### config.mk
export PLATFORM = sky130hd
export DESIGN_NAME = fifo_rd_serializer
export DESIGN_NICKNAME = d
export VERILOG_FILES = /design/src/rtl/fifo_ser_pkg.sv /design/src/rtl/fifo_ser_bit_timer.sv /design/src/rtl/fifo_rd_serializer.sv
export SDC_FILE = /design/constraint.sdc
export NUM_CORES = 1
export LEC_CHECK = 0
export CAP_MARGIN = 25
export CELL_PAD_IN_SITES_DETAIL_PLACEMENT = 0
export CELL_PAD_IN_SITES_GLOBAL_PLACEMENT = 1
export CORE_ASPECT_RATIO = 1.1
export CORE_MARGIN = 5
export CORE_UTILIZATION = 30
export CTS_CLUSTER_SIZE = 40
export DETAILED_ROUTE_END_ITERATION = 10
export GPL_ROUTABILITY_DRIVEN = 1
export GPL_TIMING_DRIVEN = 0
export PLACE_DENSITY = 0.66
export SLEW_MARGIN = 20
export SYNTH_ARGS = -nofsm -noshare
export SYNTH_HDL_FRONTEND = slang
export SYNTH_SLANG_ARGS = --single-unit
### constraint.sdc
create_clock -name r_clk -period 4.9 [get_ports r_clk]
set_clock_uncertainty 0.05 [all_clocks]
set_input_delay 0.98 -clock r_clk [delete_from_list [all_inputs] [get_ports r_clk]]
set_output_delay 0.98 -clock r_clk [all_outputs]
set_load 0.02 [all_outputs]
### src/rtl/fifo_ser_pkg.sv
// Shared types and constants for the FIFO read-side serializer.
// Holds the frame FSM encoding, line levels and parity helpers.
package fifo_ser_pkg;

   typedef enum logic [2:0] {
      IDLE   = 3'd0,
      START  = 3'd1,
      DATA   = 3'd2,
      PARITY = 3'd3,
      STOP   = 3'd4
   } ser_state_t;

   localparam logic IDLE_LEVEL  = 1'b1;
   localparam logic START_LEVEL = 1'b0;
   localparam logic STOP_LEVEL  = 1'b1;

   localparam logic PAR_EVEN = 1'b0;
   localparam logic PAR_ODD  = 1'b1;

   // Turns the XOR-reduction of a word into the transmitted parity bit.
   function automatic logic parity_bit(input logic data_xor, input logic typ);
      logic res;
      case (typ)
         PAR_EVEN: res = data_xor;
         PAR_ODD:  res = ~data_xor;
         default:  res = data_xor;
      endcase
      return res;
   endfunction

endpackage

### src/rtl/fifo_ser_bit_timer.sv
// Bit-period timer: counts 0..period-1 while a frame runs and flags the
// last cycle of every serial bit with a one-cycle bit_done pulse.
module fifo_ser_bit_timer #(
   parameter int PRESCALE_W = 8
) (
   input  logic                  clk,
   input  logic                  rst,
   input  logic                  load,
   input  logic                  run,
   input  logic [PRESCALE_W-1:0] period,
   output logic                  bit_done
);

   logic [PRESCALE_W-1:0] cnt;
   logic                  last;

   // period is never zero: the caller clamps it before latching.
   assign last     = (cnt == period - PRESCALE_W'(1));
   assign bit_done = run && last;

   always_ff @(posedge clk) begin
      if (!rst) begin
         cnt <= '0;
      end else if (load || !run || last) begin
         cnt <= '0;
      end else begin
         cnt <= cnt + PRESCALE_W'(1);
      end
   end

endmodule

### src/rtl/fifo_rd_serializer.sv
// Drains the async FIFO read side and sends each word as a UART-style frame:
// start bit, data LSB first, optional parity, stop bit, all in r_clk.
module fifo_rd_serializer
   import fifo_ser_pkg::*;
#(
   parameter int WIDTH      = 8,
   parameter int PRESCALE_W = 8
) (
   input  logic                  r_clk,
   input  logic                  r_rst,
   input  logic                  empty,
   input  logic [WIDTH-1:0]      r_data,
   output logic                  rinc,
   input  logic                  par_en,
   input  logic                  par_typ,
   input  logic [PRESCALE_W-1:0] prescale,
   output logic                  tx_out,
   output logic                  busy
);

   localparam int BIT_W = (WIDTH > 1) ? $clog2(WIDTH) : 1;

   ser_state_t            state;
   logic [WIDTH-1:0]      shift_q;
   logic [WIDTH-1:0]      shift_nxt;
   logic [BIT_W-1:0]      bit_cnt;
   logic                  par_q;
   logic                  par_en_q;
   logic [PRESCALE_W-1:0] prescale_q;
   logic [PRESCALE_W-1:0] eff_prescale;
   logic                  bit_done;
   logic                  in_frame;

   assign eff_prescale = (prescale == '0) ? PRESCALE_W'(1) : prescale;
   assign in_frame     = (state != IDLE);
   assign shift_nxt    = shift_q >> 1;

   // Pops happen only when the line is free: idle, or the last stop cycle
   // so the next start bit follows with no gap.
   assign rinc = r_rst && !empty &&
                 ((state == IDLE) || ((state == STOP) && bit_done));

   fifo_ser_bit_timer #(
      .PRESCALE_W (PRESCALE_W)
   ) u_bit_timer (
      .clk      (r_clk),
      .rst      (r_rst),
      .load     (rinc),
      .run      (in_frame),
      .period   (prescale_q),
      .bit_done (bit_done)
   );

   always_ff @(posedge r_clk) begin
      if (!r_rst) begin
         state      <= IDLE;
         shift_q    <= '0;
         bit_cnt    <= '0;
         par_q      <= 1'b0;
         par_en_q   <= 1'b0;
         prescale_q <= '0;
         tx_out     <= IDLE_LEVEL;
         busy       <= 1'b0;
      end else begin
         // Frame configuration is frozen at the pop edge.
         if (rinc) begin
            shift_q    <= r_data;
            par_q      <= parity_bit(^r_data, par_typ);
            par_en_q   <= par_en;
            prescale_q <= eff_prescale;
         end

         case (state)
            IDLE: begin
               if (rinc) begin
                  state  <= START;
                  tx_out <= START_LEVEL;
                  busy   <= 1'b1;
               end
            end

            START: begin
               if (bit_done) begin
                  state   <= DATA;
                  bit_cnt <= '0;
                  tx_out  <= shift_q[0];
               end
            end

            DATA: begin
               if (bit_done) begin
                  if (bit_cnt == BIT_W'(WIDTH - 1)) begin
                     bit_cnt <= '0;
                     if (par_en_q) begin
                        state  <= PARITY;
                        tx_out <= par_q;
                     end else begin
                        state  <= STOP;
                        tx_out <= STOP_LEVEL;
                     end
                  end else begin
                     bit_cnt <= bit_cnt + BIT_W'(1);
                     shift_q <= shift_nxt;
                     tx_out  <= shift_nxt[0];
                  end
               end
            end

            PARITY: begin
               if (bit_done) begin
                  state  <= STOP;
                  tx_out <= STOP_LEVEL;
               end
            end

            STOP: begin
               if (bit_done) begin
                  if (rinc) begin
                     state  <= START;
                     tx_out <= START_LEVEL;
                  end else begin
                     state  <= IDLE;
                     tx_out <= IDLE_LEVEL;
                     busy   <= 1'b0;
                  end
               end
            end

            default: begin
               state  <= IDLE;
               tx_out <= IDLE_LEVEL;
               busy   <= 1'b0;
            end
         endcase
      end
   end

endmodule

==> metrics <==
Max Cap Viol 0; Max VDD drop 114 uV; CTS root buf clkbuf_8; Final Max Slew Viols 0; # nets final 291; H-tree depth 2; CTS sink cnt 34; initial antenna violation count 0; Synth Cell Area 0.00194 sq mm; Critical Path Sink Type output pin; routability cong. 0.759; antenna-violating nets left 0; share of the yosys chip area belonging to registers 0.352; Syn Area/Cell just over 8 sq um; ratio of cells with drive above 1 in the final layout 0.0674; Cell variety after synth 39; placed cell areas roughly 0.0023 sq mm; Clock Power Share 0.341; Startpoint Class register; Top-Level Pins 24; PortBufs 23; # rows 30; Bufs on Longest Clock Path 2; vias in the first global route 1,783; Post-synth EDFFs 0; Reg2Reg Depth 9; Core Util, Final 0.379; grt total ovfl 0; final instance area 0.00236 sq mm; Pwr per Cell Area ~270 mW/mm^2; Fin Setup TNS 0 ns; die width roughly 87 um; Final Cycle Share 0.868; Worst Tran Pin Value between 0.6 and 0.7 ns; Die Height 94.2 um; ys flop type dfxtp_1; final-report hold violation count 0; Pint 0.457 mW; first-pass GRT wire length 8.69 mm; status complete, no violations; number of synthesized register bits 34; die area 0.00816 sq mm; Slew headroom 0.543; WL per Instance 15.0 um; Worst-path clk slew 0.07 ns; crit path DAT 3.22 ns; RSZ-0062 raised after global routing false; Crit Path Category register to output pin; Req. time, crit path 3.87 ns; gr usage total 0.135; minimum clock period 4.25 ns; HPWL after DPL 3.76 mm; setup violators final 0; DR DRC count 0; ant diodes 0; hold_buf cts 0; Yosys warning total 0; final wirelength 5.20 mm; Max Fclk 235 MHz; CTS buffer count 5; Switching Fraction 0.290; area grow syn2layout 22.0%; Power Total 0.643 mW; net switching power 0.186 mW; worst hold path type register to register; Vias/cell slightly above 5; Syn Nets approximately 260; Seq pwr share 0.464; Leak 0.806 nW; DR vias about 1,800; CP max FO 10; First DRT Iteration DRCs 83; worst skew pair latency 0.29 ns; largest net degree at the start of global routing 12; Resized cells post-CTS 0; ys async rst share 0; Starting Density 0.311; Core Box Area 0.00623 sq mm; CTS tree built; synthesized netlist cell count 236; worst hold path stage count 2; drt pass-1 iters 4; Post-CTS Repair Setup Buffers 0; Comb power frac 0.196
synth_stat cells (all sizes together) (2+ instances only):
cell type	instances	area (sq um)
a21oi	20	100
a311oi	7	61.3
and3	4	25.0
buf	3	27.5
clkbuf	10	37.5
dfxtp	34	681
ha	4	50.1
inv	7	26.3
mux2i	2	20.0
nand2	7	26.3
nand2b	2	12.5
nand3	25	125
nand3b	2	15.0
nor2	18	70.1
nor3	12	60.1
nor4	3	18.8
o211ai	3	22.5
o21ai	27	135
or2	2	12.5
or3	3	18.8
or4	3	26.3
xnor2	11	96.3
xor2	15	131
cell families (layout without fill, tap and decap cells):
family / Yosys count / count (layout) / share of synthesized area
flip-flops: 34 / 34 / 0.352
buffers and inverters: 20 / 51 / 0.0472
XOR/XNOR: 26 / 26 / 0.118
AO/OA/AOI/OAI: 68 / 68 / 0.231
AND/OR/NAND/NOR: 82 / 82 / 0.216
adder cells (fa/ha/maj): 4 / 4 / 0.0259
multiplexers: 2 / 2 / 0.0103
critical path: stages (launching register included):
cell	delay (ns)
dfxtp_1	0.44
inv_1	0.07
ha_1	0.25
nor3b_1	0.17
xnor2_1	0.23
o2111ai_2	0.27
o41a_2	0.66
nor2_1	0.20
clkdlybuf4s50_1	0.64
layout by cell type (no fill, tap or decap), types with 3 or more instances in the layout:
cell type,n
dfxtp_1,34
or3_1,3
clkbuf_8,6
inv_1,7
ha_1,4
nor2_1,17
xnor2_1,11
o21ai_0,27
and3_1,4
nor4_1,3
a311oi_1,7
nand3_1,25
nand2_1,7
clkbuf_1,10
a21oi_1,20
o211ai_1,3
xor2_1,15
nor3_1,12
clkdlybuf4s50_1,23
flip-flops by register name, summed over array words and instances, names as in the netlist:
signal           flops
prescale_q           8
bit_cnt              3
shift_q              8
state                3
tx_out               1
u_bit_timer.cnt      8
busy                 1
par_en_q             1
par_q                1
power groups by stage:
stage | Clock, mW | Combinational [mW] | Sequential, mW
6_report | 0.219 | 0.126 | 0.298
5_1_grt | 0.242 | 0.139 | 0.300
4_1_cts | 0.230 | 0.127 | 0.298
3_5_place_dp | 0 | 0.126 | 0.305
3_3_place_gp | 0 | 0.125 | 0.304
2_1_floorplan | 0 | 0.0806 | 0.303
layout make-up:
cell class              instances  area (sq um)
clock buffers                   6          82.6
plain buffers                  13          65.1
clock inverters                 2          12.5
fillers                       683          3870
multi-input cells             182          1160
inverters                       7          26.3
repair buffers                 23           230
well taps                      80           100
flip-flops and latches         34           681
path summary, 6_finish.rpt:
path                                    start         end  slack (ns)
worst min-delay path               bit_cnt[1]  bit_cnt[1]        0.43
worst min register to register     bit_cnt[1]  bit_cnt[1]        0.43
worst max register to register  prescale_q[0]       par_q        1.96
worst max-delay path            prescale_q[0]        rinc        0.65
metrics by stage:
| step | cells | hold WS (ns) | setup slack, ns |
|---|---|---|---|
| finish | 347 | 0.432 | 0.648 |
| global placement | 339 | 0.415 | 1.01 |
| floorplan | 236 | 0.400 | 1.79 |
| global route | 347 | 0.473 | 0.469 |
| CTS | 347 | 0.437 | 0.632 |
| detailed placement | 339 | 0.425 | 0.988 |
layer usage:
layer,GRT usage,up-vias,routed length (um)
met4,0.0584,0,102
met5,0,-,0
met2,0.212,23,2380
met1,0.178,848,2600
li1,-,918,-
met3,0.0254,8,118
Note: power is estimated with default switching activity, not from simulation.
